File: src/rtl/ps2_keyboard_rx.sv
// PS/2 keyboard receiver: synchronises and de-glitches the keyboard lines, decodes
// 11-bit frames, and tracks E0/F0 prefixes to report make codes and releases.
module ps2_keyboard_rx #(
  parameter int FILTER_LEN     = 8,
  parameter int TIMEOUT_CYCLES = 200000
) (
  input  logic       clk100MHz,
  input  logic       reset_n,
  input  logic       ps2_clk,
  input  logic       ps2_data,
  output logic [7:0] keycode,
  output logic       newKeyStrobe,
  output logic       extended,
  output logic       frame_err
);

  localparam int FW = $clog2(FILTER_LEN + 1);
  localparam int TW = $clog2(TIMEOUT_CYCLES + 1);

  typedef enum logic [1:0] {IDLE, DATA, PARITY, STOP} state_t;

  logic [1:0]    clk_sync, data_sync;
  logic          filt_clk, fall_edge;
  logic [FW-1:0] filt_cnt;
  state_t        state_q, state_d;
  logic [2:0]    bit_cnt_q, bit_cnt_d;
  logic [7:0]    shift_q, shift_d;
  logic          parity_ok_q, parity_ok_d;
  logic [TW-1:0] timeout_q, timeout_d;
  logic          byte_done, frame_bad;
  logic          ext_pending, break_pending;
  logic          data_s;

  assign data_s = data_sync[1];

  // Synchronisers idle high so reset release never looks like a falling edge.
  always_ff @(posedge clk100MHz or negedge reset_n) begin
    if (!reset_n) begin
      clk_sync  <= 2'b11;
      data_sync <= 2'b11;
    end else begin
      // NOTE: sequential state uses non-blocking assignments so every flop samples pre-edge values.
      clk_sync  <= {clk_sync[0], ps2_clk};
      data_sync <= {data_sync[0], ps2_data};
    end
  end

  // The filtered clock flips only after FILTER_LEN consecutive differing samples;
  // fall_edge is high in the cycle the filtered clock becomes 0.
  always_ff @(posedge clk100MHz or negedge reset_n) begin
    if (!reset_n) begin
      filt_clk  <= 1'b1;
      filt_cnt  <= '0;
      fall_edge <= 1'b0;
    end else begin
      fall_edge <= 1'b0;
      if (clk_sync[1] != filt_clk) begin
        if (filt_cnt == FW'(FILTER_LEN - 1)) begin
          filt_clk  <= clk_sync[1];
          filt_cnt  <= '0;
          fall_edge <= filt_clk;
        end else begin
          filt_cnt <= filt_cnt + 1'b1;
        end
      end else begin
        filt_cnt <= '0;
      end
    end
  end

  always_ff @(posedge clk100MHz or negedge reset_n) begin
    if (!reset_n) begin
      state_q     <= IDLE;
      bit_cnt_q   <= '0;
      shift_q     <= '0;
      parity_ok_q <= 1'b0;
      timeout_q   <= '0;
    end else begin
      state_q     <= state_d;
      bit_cnt_q   <= bit_cnt_d;
      shift_q     <= shift_d;
      parity_ok_q <= parity_ok_d;
      timeout_q   <= timeout_d;
    end
  end

  always_comb begin
    // NOTE: every variable is defaulted first so no path through the block infers a latch.
    state_d     = state_q;
    bit_cnt_d   = bit_cnt_q;
    shift_d     = shift_q;
    parity_ok_d = parity_ok_q;
    byte_done   = 1'b0;
    frame_bad   = 1'b0;
    timeout_d   = (state_q == IDLE || fall_edge) ? '0 : timeout_q + 1'b1;

    if (state_q != IDLE && !fall_edge && timeout_q == TW'(TIMEOUT_CYCLES - 1)) begin
      state_d   = IDLE;
      frame_bad = 1'b1;
      timeout_d = '0;
    end else if (fall_edge) begin
      case (state_q)
        IDLE: if (!data_s) begin
          state_d   = DATA;
          bit_cnt_d = '0;
        end
        DATA: begin
          shift_d   = {data_s, shift_q[7:1]};
          bit_cnt_d = bit_cnt_q + 1'b1;
          if (bit_cnt_q == 3'd7) state_d = PARITY;
        end
        PARITY: begin
          parity_ok_d = ^{shift_q, data_s};
          state_d     = STOP;
        end
        STOP: begin
          state_d = IDLE;
          if (data_s && parity_ok_q) byte_done = 1'b1;
          else                       frame_bad = 1'b1;
        end
        default: state_d = IDLE;
      endcase
    end
  end

  // Scan-code layer: prefixes only arm flags; a release clears keycode only when
  // it names the key currently held.
  always_ff @(posedge clk100MHz or negedge reset_n) begin
    if (!reset_n) begin
      keycode       <= 8'h00;
      extended      <= 1'b0;
      newKeyStrobe  <= 1'b0;
      frame_err     <= 1'b0;
      ext_pending   <= 1'b0;
      break_pending <= 1'b0;
    end else begin
      newKeyStrobe <= 1'b0;
      frame_err    <= 1'b0;
      if (frame_bad) begin
        frame_err     <= 1'b1;
        ext_pending   <= 1'b0;
        break_pending <= 1'b0;
      end else if (byte_done) begin
        if (shift_q == 8'hE0) begin
          ext_pending <= 1'b1;
        end else if (shift_q == 8'hF0) begin
          break_pending <= 1'b1;
        end else begin
          if (!break_pending) begin
            keycode      <= shift_q;
            extended     <= ext_pending;
            newKeyStrobe <= 1'b1;
          end else if (shift_q == keycode && ext_pending == extended) begin
            keycode  <= 8'h00;
            extended <= 1'b0;
          end
          ext_pending   <= 1'b0;
          break_pending <= 1'b0;
        end
      end
    end
  end

endmodule

File: config.mk
export PLATFORM = sky130hd
export DESIGN_NAME = ps2_keyboard_rx
export DESIGN_NICKNAME = d
export VERILOG_FILES = /design/src/rtl/ps2_keyboard_rx.sv
export SDC_FILE = /design/constraint.sdc
export NUM_CORES = 1
export LEC_CHECK = 0
export CAP_MARGIN = 20
export CORE_MARGIN = 2
export CORE_UTILIZATION = 63
export DETAILED_ROUTE_END_ITERATION = 12
export GPL_TIMING_DRIVEN = 0
export PLACE_DENSITY = 0.81
export SYNTH_ARGS = -nofsm -noshare
export SYNTH_HDL_FRONTEND = slang
export SYNTH_SLANG_ARGS = --single-unit
File: constraint.sdc
create_clock -name clk100MHz -period 4.1 [get_ports clk100MHz]
set_input_delay 1.025 -clock clk100MHz [delete_from_list [all_inputs] [get_ports clk100MHz]]
set_output_delay 1.025 -clock clk100MHz [all_outputs]
set_load 0.01 [all_outputs]
==> qor.csv, run 1 <==
metric;value;unit
starting density of the core;0.653;
wire per inst;14.4;um
post-synthesis cell type count;38;
vias;1753;
Reg2Reg Setup Slack;2030;ps
final antenna-violating net count;0;
Max Clk Rate;432;MHz
H-tree depth;2;
Final min period;2310;ps
CP startpoint;keycode[2]$_DFFE_PN0P_;
hold buffer count at cts;0;
CP bufs+invs;1;
setup TNS;0;ps
Post-Synth Simple-Gate Area;0.167;
Die H;68.4;um
Nets;266;
EDFF count, synth;0;
worst vdd ir;0.261;mV
root buffer cell;clkbuf_8;
crit path to;keycode[2];
Ys Warns;0;
final setup skew;13.4;ps
syn nets;244;
count of buffers from port buffering;14;
Post-CTS Setup Bufs;0;
Post-Syn Area;2610;um2
routability cong.;0.805;
All-Layer GR Usage;0.224;
share of synthesized registers carrying an async set or reset;1.00;
CTS tree;done;
Inserted Diodes;0;
power density over the cells;339;nW/um2
fill count;301;
Core Area;4000;um2
Syn Area/Cell;11.3;um2
top_reg_cell synth;dfrtp_1;
mux contribution to synthesized area;0.0426;
largest net degree at the start of global routing;43;
worst hold path type;flop to flop;
Worst-Skew Late Latency;310;ps
most common cell after layout, fill and taps aside;dfrtp_1;
Clock Pin Slew Worst Setup and Hold Paths;100;ps
post-cts resize count;0;
Worst setup EP type;output pin;
final hold viol count;0;
First-pass DRT Iterations;4;
largest family of logic cells by synthesized area;simple AND/OR/NAND/NOR gates;
Setup Viol. Count Final;0;
post-synthesis compound-gate area fraction;0.0914;
adder-cell share of the synthesized area;0.0431;
Crit Path Max Fanout;3;
cell count after synthesis;231;
drt via density;5.77;
required time of the critical path;3070;ps
status;completed;
drt drc;0;
reg2reg start;state_q[0]$_DFFE_PN0P_;
Critical Path Stages;1;
period utilization;0.564;
Slowest-stage cell, CP;clkdlybuf4s50_1;
Crit Path Category;flop to output pin;
worst r2r path cells;7;
IO Pins;15;
Iteration-0 DRC Markers;95;
Overflow after GRT;0;
final WL;4370;um
CP Launch Type;flop;
fraction of layout instances using a drive strength above 1;0.130;
count of final max-slew check failures;0;
TritonCTS Buffers;5;
die width;68.4;um
Max Cap Viol;0;
area grow syn2layout;12.8;%
cells along the critical path;clkdlybuf4s50_1;
P_leak;0.00130;uW
number of global-route vias before repair;1777;
RSZ-0062 raised after global routing;no;
crit path DAT;1290;ps
most frequent cells in the layout;dfrtp_1, nor2_1, xnor2_1, nand2_1, clkdlybuf4s50_1;
Finished Layout Cells;304;
cell row count;23;
post-synthesis xor/xnor area fraction;0.106;
CP peak stage delay;560;ps
hold slack;362;ps
initial antenna violation count;0;
Slew headroom;0.481;
hpwl dp;3120;um
Reg2Reg Capture Point;timeout_q[7]$_DFF_PN0_;
flops & latches, synth;55;
cell family with most CP delay;buffers and inverters;
placed cell count;296;
register area share after synthesis;0.529;
Max Buffers Root-to-Sink;2;
die area;4680;um2
actual slew at the worst max-slew pin;772;ps
CTS Sinks;55;
first-pass GRT wire length;7690;um
cell families (layout without fill, tap and decap cells):
| group | Yosys count | after routing |
|---|---|---|
| AO/OA/AOI/OAI | 31 | 31 |
| XOR/XNOR | 30 | 30 |
| adder cells (fa/ha/maj) | 9 | 9 |
| buffers and inverters | 12 | 35 |
| flip-flops | 55 | 55 |
| multiplexers | 10 | 10 |
| AND/OR/NAND/NOR | 84 | 84 |
routing by layer:
layer	GRT usage	wire (um)	vias up
li1	-	-	857
met1	0.273	2040	864
met2	0.383	2130	23
met3	0.0559	129	9
met4	0.0800	82	0
met5	0	0	-
flip-flops by register name, indices dropped and copies added (netlist names), 2 cells and up:
name	flops
data_sync	2
shift_q	8
keycode	8
bit_cnt_q	3
filt_cnt	4
state_q	2
clk_sync	2
timeout_q	18
metrics by stage:
stage / total power, uW / util / setup slack (ps) / area [um2]
2_1_floorplan: 620 / - / 2320 / 2610
3_3_place_gp: 639 / 0.704 / 419 / 2820
3_5_place_dp: 646 / 0.708 / 2030 / 2830
4_1_cts: 1010 / 0.737 / 1790 / 2950
5_1_grt: 1040 / 0.737 / 1750 / 2950
6_report: 1000 / 0.737 / 1790 / 2950
synth_stat cells (all sizes together) (5+ instances only):
| master | number | area, um2 |
|---|---|---|
| a21oi | 6 | 30.0 |
| nand4 | 9 | 56.3 |
| dfrtp | 50 | 1250 |
| o2bb2ai | 9 | 78.8 |
| ha | 9 | 113 |
| nor3 | 5 | 25.0 |
| nor2 | 23 | 86.3 |
| nand2 | 18 | 70.1 |
| dfstp | 5 | 131 |
| o21ai | 8 | 40.0 |
| xor2 | 12 | 105 |
| inv | 7 | 28.8 |
| xnor2 | 17 | 149 |
| mux2 | 9 | 101 |
| nand3 | 9 | 45.0 |
area by class of cell:
| class | instances | area [um2] | share of cell area |
|---|---|---|---|
| repair buffers | 15 | 155 | 0.0526 |
| clock inverters | 2 | 35.0 | 0.0119 |
| clock buffers | 6 | 82.6 | 0.0280 |
| plain buffers | 5 | 26.3 | 0.00891 |
| well taps | 50 | 62.6 | 0.0212 |
| flip-flops and latches | 55 | 1380 | 0.469 |
| inverters | 7 | 28.8 | 0.00976 |
| multi-input cells | 164 | 1180 | 0.399 |
how the worst min path moves through the flow:
stage                          start                     to  slack (ps)  cells past startpoint
5_1_grt        clk_sync[0]$_DFF_PN1_  clk_sync[1]$_DFF_PN1_         360                      0
2_1_floorplan  clk_sync[0]$_DFF_PN1_  clk_sync[1]$_DFF_PN1_         350                      0
4_1_cts        clk_sync[0]$_DFF_PN1_  clk_sync[1]$_DFF_PN1_         360                      0
3_3_place_gp   clk_sync[0]$_DFF_PN1_  clk_sync[1]$_DFF_PN1_         350                      0
3_5_place_dp   clk_sync[0]$_DFF_PN1_  clk_sync[1]$_DFF_PN1_         350                      0
6_report       clk_sync[0]$_DFF_PN1_  clk_sync[1]$_DFF_PN1_         360                      0
power breakdown:
group | switching (uW) | total [uW] | internal [uW]
clock network | 170 | 368 | 198
logic | 28.1 | 54.0 | 25.9
registers | 14.2 | 579 | 565
total | 213 | 1000 | 788
Power figures use the tool's default switching activity.
==> run 2: changes to the inputs <==
CORE_UTILIZATION = 59   (was 63)
PLACE_DENSITY = 0.76   (was 0.81)
clock period = 2.4 ns   (was 4.1 ns; I/O delays follow)
==> qor.csv, run 2 (synthesis gave the netlist of run 1 again) <==
metric;value;unit;change
status;completed;;unchanged
Reg2Reg Setup Slack;320;ps;was 2030 ps
crit path DAT;2270;ps;was 1290 ps
power density over the cells;575;nW/um2;was 339 nW/um2
hold slack;246;ps;was 362 ps
First-pass DRT Iterations;5;;was 4
Final min period;2080;ps;
die area;4980;um2;was 4680 um2
CP bufs+invs;2;;was 1
Worst-Skew Late Latency;300;ps;was 310 ps
FF/Latch Area;1380;um2;unchanged
CTS tree;done;;unchanged
post-cts resize count;0;;unchanged
P_leak;0.00130;uW;unchanged
Overflow after GRT;0;;unchanged
H-tree depth;2;;unchanged
Crit Path Max Fanout;10;;was 3
fill count;348;;was 301
final WL;4230;um;was 4370 um
largest register by flop count;timeout_q;;unchanged
Slowest-stage cell, CP;o31ai_4;;was clkdlybuf4s50_1
Reg2Reg Capture Point;timeout_q[9]$_DFF_PN0_;;was timeout_q[7]$_DFF_PN0_
area grow syn2layout;12.9;%;was 12.8%
Post-CTS Setup Bufs;0;;unchanged
Max Buffers Root-to-Sink;2;;unchanged
worst vdd ir;0.366;mV;was 0.261 mV
fin area;2950;um2;about the same
first-pass GRT wire length;7600;um;was 7690 um
TritonCTS Buffers;5;;unchanged
most common cell after layout, fill and taps aside;dfrtp_1;;unchanged
placed cell area;2830;um2;about the same
cell row count;24;;was 23
Top Registers;timeout_q x18, keycode x8, shift_q x8;;unchanged
Crit path top cell by count;nor2_1;;
root buffer cell;clkbuf_8;;unchanged
required time of the critical path;2590;ps;was 3070 ps
Iteration-0 DRC Markers;97;;was 95
die width;70.6;um;was 68.4 um
hold buffer count at cts;0;;unchanged
Core Area;4320;um2;was 4000 um2
starting density of the core;0.604;;was 0.653
number of global-route vias before repair;1699;;was 1777
All-Layer GR Usage;0.190;;was 0.224
Max Cap Viol;0;;unchanged
IO Pins;15;;unchanged
cell family with most CP delay;compound AO/OA/AOI/OAI gates;;was buffers and inverters
Clock Pin Slew Worst Setup and Hold Paths;100;ps;about the same
Max Clk Rate;481;MHz;
CTS Sinks;55;;unchanged
Multi-input gate area;1180;um2;unchanged
most frequent cells in the layout;dfrtp_1, nor2_1, xnor2_1, nand2_1, clkdlybuf4s50_1;;unchanged
Slew headroom;0.446;;was 0.481
RSZ-0062 raised after global routing;no;;unchanged
Worst setup EP type;flop;;was output pin
worst hold path type;primary input to asynchronous set/reset pin;;was flop to flop
Nets;266;;unchanged
period utilization;0.866;;
fraction of layout instances using a drive strength above 1;0.130;;unchanged
worst r2r path cells;7;;unchanged
Inserted Diodes;0;;unchanged
actual slew at the worst max-slew pin;825;ps;was 772 ps
CP peak stage delay;490;ps;was 560 ps
wire per inst;13.8;um;was 14.4 um
count of final max-slew check failures;0;;unchanged
final hold viol count;0;;unchanged
largest net degree at the start of global routing;36;;was 43
vias;1714;;was 1753
Die H;70.6;um;was 68.4 um
routability cong.;0.782;;was 0.805
drt drc;0;;unchanged
CP Launch Type;flop;;unchanged
initial antenna violation count;0;;unchanged
final antenna-violating net count;0;;unchanged
Crit Path Category;flop to flop;;was flop to output pin
cells along the critical path;inv_1, ha_1, nor2_1, nand3_1, o31ai_4, buf_4, nor2_1;;was clkdlybuf4s50_1
hpwl dp;3000;um;was 3120 um
count of buffers from port buffering;14;;unchanged
max reg flops;18;;unchanged
drt via density;5.60;;was 5.77
Setup Viol. Count Final;0;;unchanged
reg2reg start;state_q[0]$_DFFE_PN0P_;;unchanged
final setup skew;12.6;ps;was 13.4 ps
## run 2: stage by stage
stage	utilization	setup WS [ps]	total power, uW	cells	TNS (ps)
after floorplan	-	619	1060	231	0
after detailed placement	0.655	351	1100	298	0
after global placement	0.652	-910	1090	297	-47000
after CTS	0.683	315	1720	306	0
final	0.683	322	1700	306	0
after global routing	0.683	190	1770	306	0
## run 2: power by group
part / switching [uW] / internal, uW
clock: 282 / 338
sequential: 22.5 / 965
combinational: 47.4 / 43.7
total: 352 / 1350
## run 2: final cells by class
cell class | count | area share
plain buffers | 5 | 0.00890
clock buffers | 6 | 0.0280
clock inverters | 2 | 0.0119
inverters | 7 | 0.00975
multi-input cells | 164 | 0.398
flip-flops and latches | 55 | 0.468
well taps | 52 | 0.0220
repair buffers | 15 | 0.0526
## run 2: worst register-to-register path, delay by kind of cell (launching register included)
kind | cells | cell delay (ps)
compound gates | 1 | 490
simple gates | 3 | 480
flops | 1 | 400
buf+inv | 2 | 370
fa+ha+maj | 1 | 240
## run 2: layer usage
layer	part of all wire	vias to the layer above	wire length, um	GRT usage
met2	0.50	23	2090	0.322
li1	-	852	-	-
met3	0.025	2	106	0.0313
met1	0.47	837	2000	0.253
met5	0	-	0	0
met4	0.0059	0	25	0.0650
## run 2: how the worst max path moves through the flow
| stage | startpoint | to | depth (start not counted) |
|---|---|---|---|
| after global placement | reset_n | filt_cnt[1]$_DFF_PN0_ | 1 |
| after global routing | state_q[0]$_DFFE_PN0P_ | timeout_q[0]$_DFF_PN0_ | 7 |
| final | state_q[0]$_DFFE_PN0P_ | timeout_q[9]$_DFF_PN0_ | 7 |
| after detailed placement | state_q[0]$_DFFE_PN0P_ | timeout_q[9]$_DFF_PN0_ | 7 |
| after floorplan | state_q[0]$_DFFE_PN0P_ | timeout_q[13]$_DFF_PN0_ | 7 |
| after CTS | state_q[0]$_DFFE_PN0P_ | timeout_q[9]$_DFF_PN0_ | 7 |
==> run 3: changes to the inputs <==
CAP_MARGIN = 10   (was 20)
==> qor.csv, run 3 (synthesis gave the netlist of run 1 again) <==
metric;value;unit;change
fin area;2950;um2;unchanged
Final min period;2080;ps;unchanged
Core Area;4320;um2;unchanged
part of the power in registers;0.581;;about the same
Sw Pwr;352;uW;unchanged
reg2reg start;state_q[0]$_DFFE_PN0P_;;unchanged
TritonCTS Buffers;5;;unchanged
first-pass GRT wire length;7600;um;unchanged
required time of the critical path;2590;ps;about the same
Max Clk Rate;481;MHz;unchanged
count of final max-slew check failures;0;;unchanged
Max Buffers Root-to-Sink;2;;unchanged
RSZ-0062 raised after global routing;no;;unchanged
Setup Viol. Count Final;0;;unchanged
internal power;1350;uW;unchanged
fill count;348;;unchanged
starting density of the core;0.604;;unchanged
worst hold path type;primary input to asynchronous set/reset pin;;unchanged
Clock Pin Slew Worst Setup and Hold Paths;100;ps;about the same
area grow syn2layout;12.9;%;unchanged
Crit Path Max Fanout;10;;unchanged
power density over the cells;575;nW/um2;unchanged
Inserted Diodes;0;;unchanged
post-cts resize count;0;;unchanged
Iteration-0 DRC Markers;97;;unchanged
setup TNS;0;ps;unchanged
Reg2Reg Setup Slack;320;ps;about the same
drt drc;0;;unchanged
hold slack;246;ps;unchanged
IO Pins;15;;unchanged
pre-CTS WS;351;ps;unchanged
H-tree depth;2;;unchanged
Die H;70.6;um;unchanged
max reg flops;18;;unchanged
routability cong.;0.782;;unchanged
final WL;4230;um;unchanged
die area;4980;um2;unchanged
Overflow after GRT;0;;unchanged
final antenna-violating net count;0;;unchanged
placed cell area;2830;um2;unchanged
wire per inst;13.8;um;unchanged
count of buffers from port buffering;14;;unchanged
P_leak;0.00130;uW;unchanged
setup ws final;322;ps;unchanged
root buffer cell;clkbuf_8;;unchanged
Post-CTS Setup Bufs;0;;unchanged
period utilization;0.866;;unchanged
initial antenna violation count;0;;unchanged
largest register by flop count;timeout_q;;unchanged
Slew headroom;0.446;;unchanged
die width;70.6;um;unchanged
worst r2r path cells;7;;unchanged
most common cell after layout, fill and taps aside;dfrtp_1;;unchanged
Worst setup EP type;flop;;unchanged
most frequent cells in the layout;dfrtp_1, nor2_1, xnor2_1, nand2_1, clkdlybuf4s50_1;;unchanged
worst vdd ir;0.366;mV;unchanged
largest net degree at the start of global routing;36;;unchanged
sw frac;0.207;;unchanged
number of global-route vias before repair;1699;;unchanged
hold buffer count at cts;0;;unchanged
final setup skew;12.6;ps;unchanged
crit path DAT;2270;ps;about the same
Top Registers;timeout_q x18, keycode x8, shift_q x8;;unchanged
fraction of layout instances using a drive strength above 1;0.130;;unchanged
Worst-Skew Late Latency;300;ps;about the same
hpwl dp;3000;um;unchanged
Logic pwr share;0.054;;about the same
CP Launch Type;flop;;unchanged
First-pass DRT Iterations;5;;unchanged
final core utilization;0.683;;unchanged
cell row count;24;;unchanged
CTS Sinks;55;;unchanged
All-Layer GR Usage;0.190;;unchanged
Nets;266;;unchanged
Max Cap Viol;0;;unchanged
CTS tree;done;;unchanged
clock share of power;0.365;;about the same
final hold viol count;0;;unchanged
status;completed;;unchanged
drt via density;5.60;;unchanged
actual slew at the worst max-slew pin;825;ps;unchanged
vias;1714;;unchanged
Reg2Reg Capture Point;timeout_q[9]$_DFF_PN0_;;unchanged
Crit Path Category;flop to flop;;unchanged
run 3: cell counts in the layout (fill, tap and decap cells not counted):
No cell type changed its count.
run 3: area by class of cell:
cell class                 count  area (um2)  area share
buffer                         5        26.3     0.00890
inverter                       7        28.8     0.00975
multi-input combinational    164        1180       0.398
clock inverter                 2        35.0      0.0119
clock buffer                   6        82.6      0.0280
tap                           52        65.1      0.0220
sequential                    55        1380       0.468
timing repair buffer          15         155      0.0526
run 3: worst max-delay path by stage:
stage                                       from                       to  slack (ps)
after floorplan           state_q[0]$_DFFE_PN0P_  timeout_q[13]$_DFF_PN0_         620
after global placement                   reset_n    filt_cnt[1]$_DFF_PN0_        -910
after detailed placement  state_q[0]$_DFFE_PN0P_   timeout_q[9]$_DFF_PN0_         350
after CTS                 state_q[0]$_DFFE_PN0P_   timeout_q[9]$_DFF_PN0_         320
after global routing      state_q[0]$_DFFE_PN0P_   timeout_q[0]$_DFF_PN0_         190
final                     state_q[0]$_DFFE_PN0P_   timeout_q[9]$_DFF_PN0_         320
run 3: critical path, stage by stage (launching register included):
cell and delay, ps:
dfrtp_1 400, inv_1 110, ha_1 240, nor2_1 240, nand3_1 180, o31ai_4 490
buf_4 260, nor2_1 60
run 3: power groups by stage:
stage	registers [uW]	clock network [uW]	logic (uW)
after floorplan	1000	0	58.0
after global placement	1010	0	89.3
after detailed placement	1010	0	93.1
after CTS	988	638	93.8
after global routing	992	668	110
final	987	620	91.2
run 3: per-layer routing:
| layer | global-route usage | vias up | share of wire |
|---|---|---|---|
| li1 | - | 852 | - |
| met1 | 0.253 | 837 | 0.47 |
| met2 | 0.322 | 23 | 0.50 |
| met3 | 0.0313 | 2 | 0.025 |
| met4 | 0.0650 | 0 | 0.0059 |
| met5 | 0 | - | 0 |
run 3: metrics by stage:
| step | power, uW | instances |
|---|---|---|
| after detailed placement | 1100 | 298 |
| after global routing | 1770 | 306 |
| after floorplan | 1060 | 231 |
| final | 1700 | 306 |
| after global placement | 1090 | 297 |
| after CTS | 1720 | 306 |
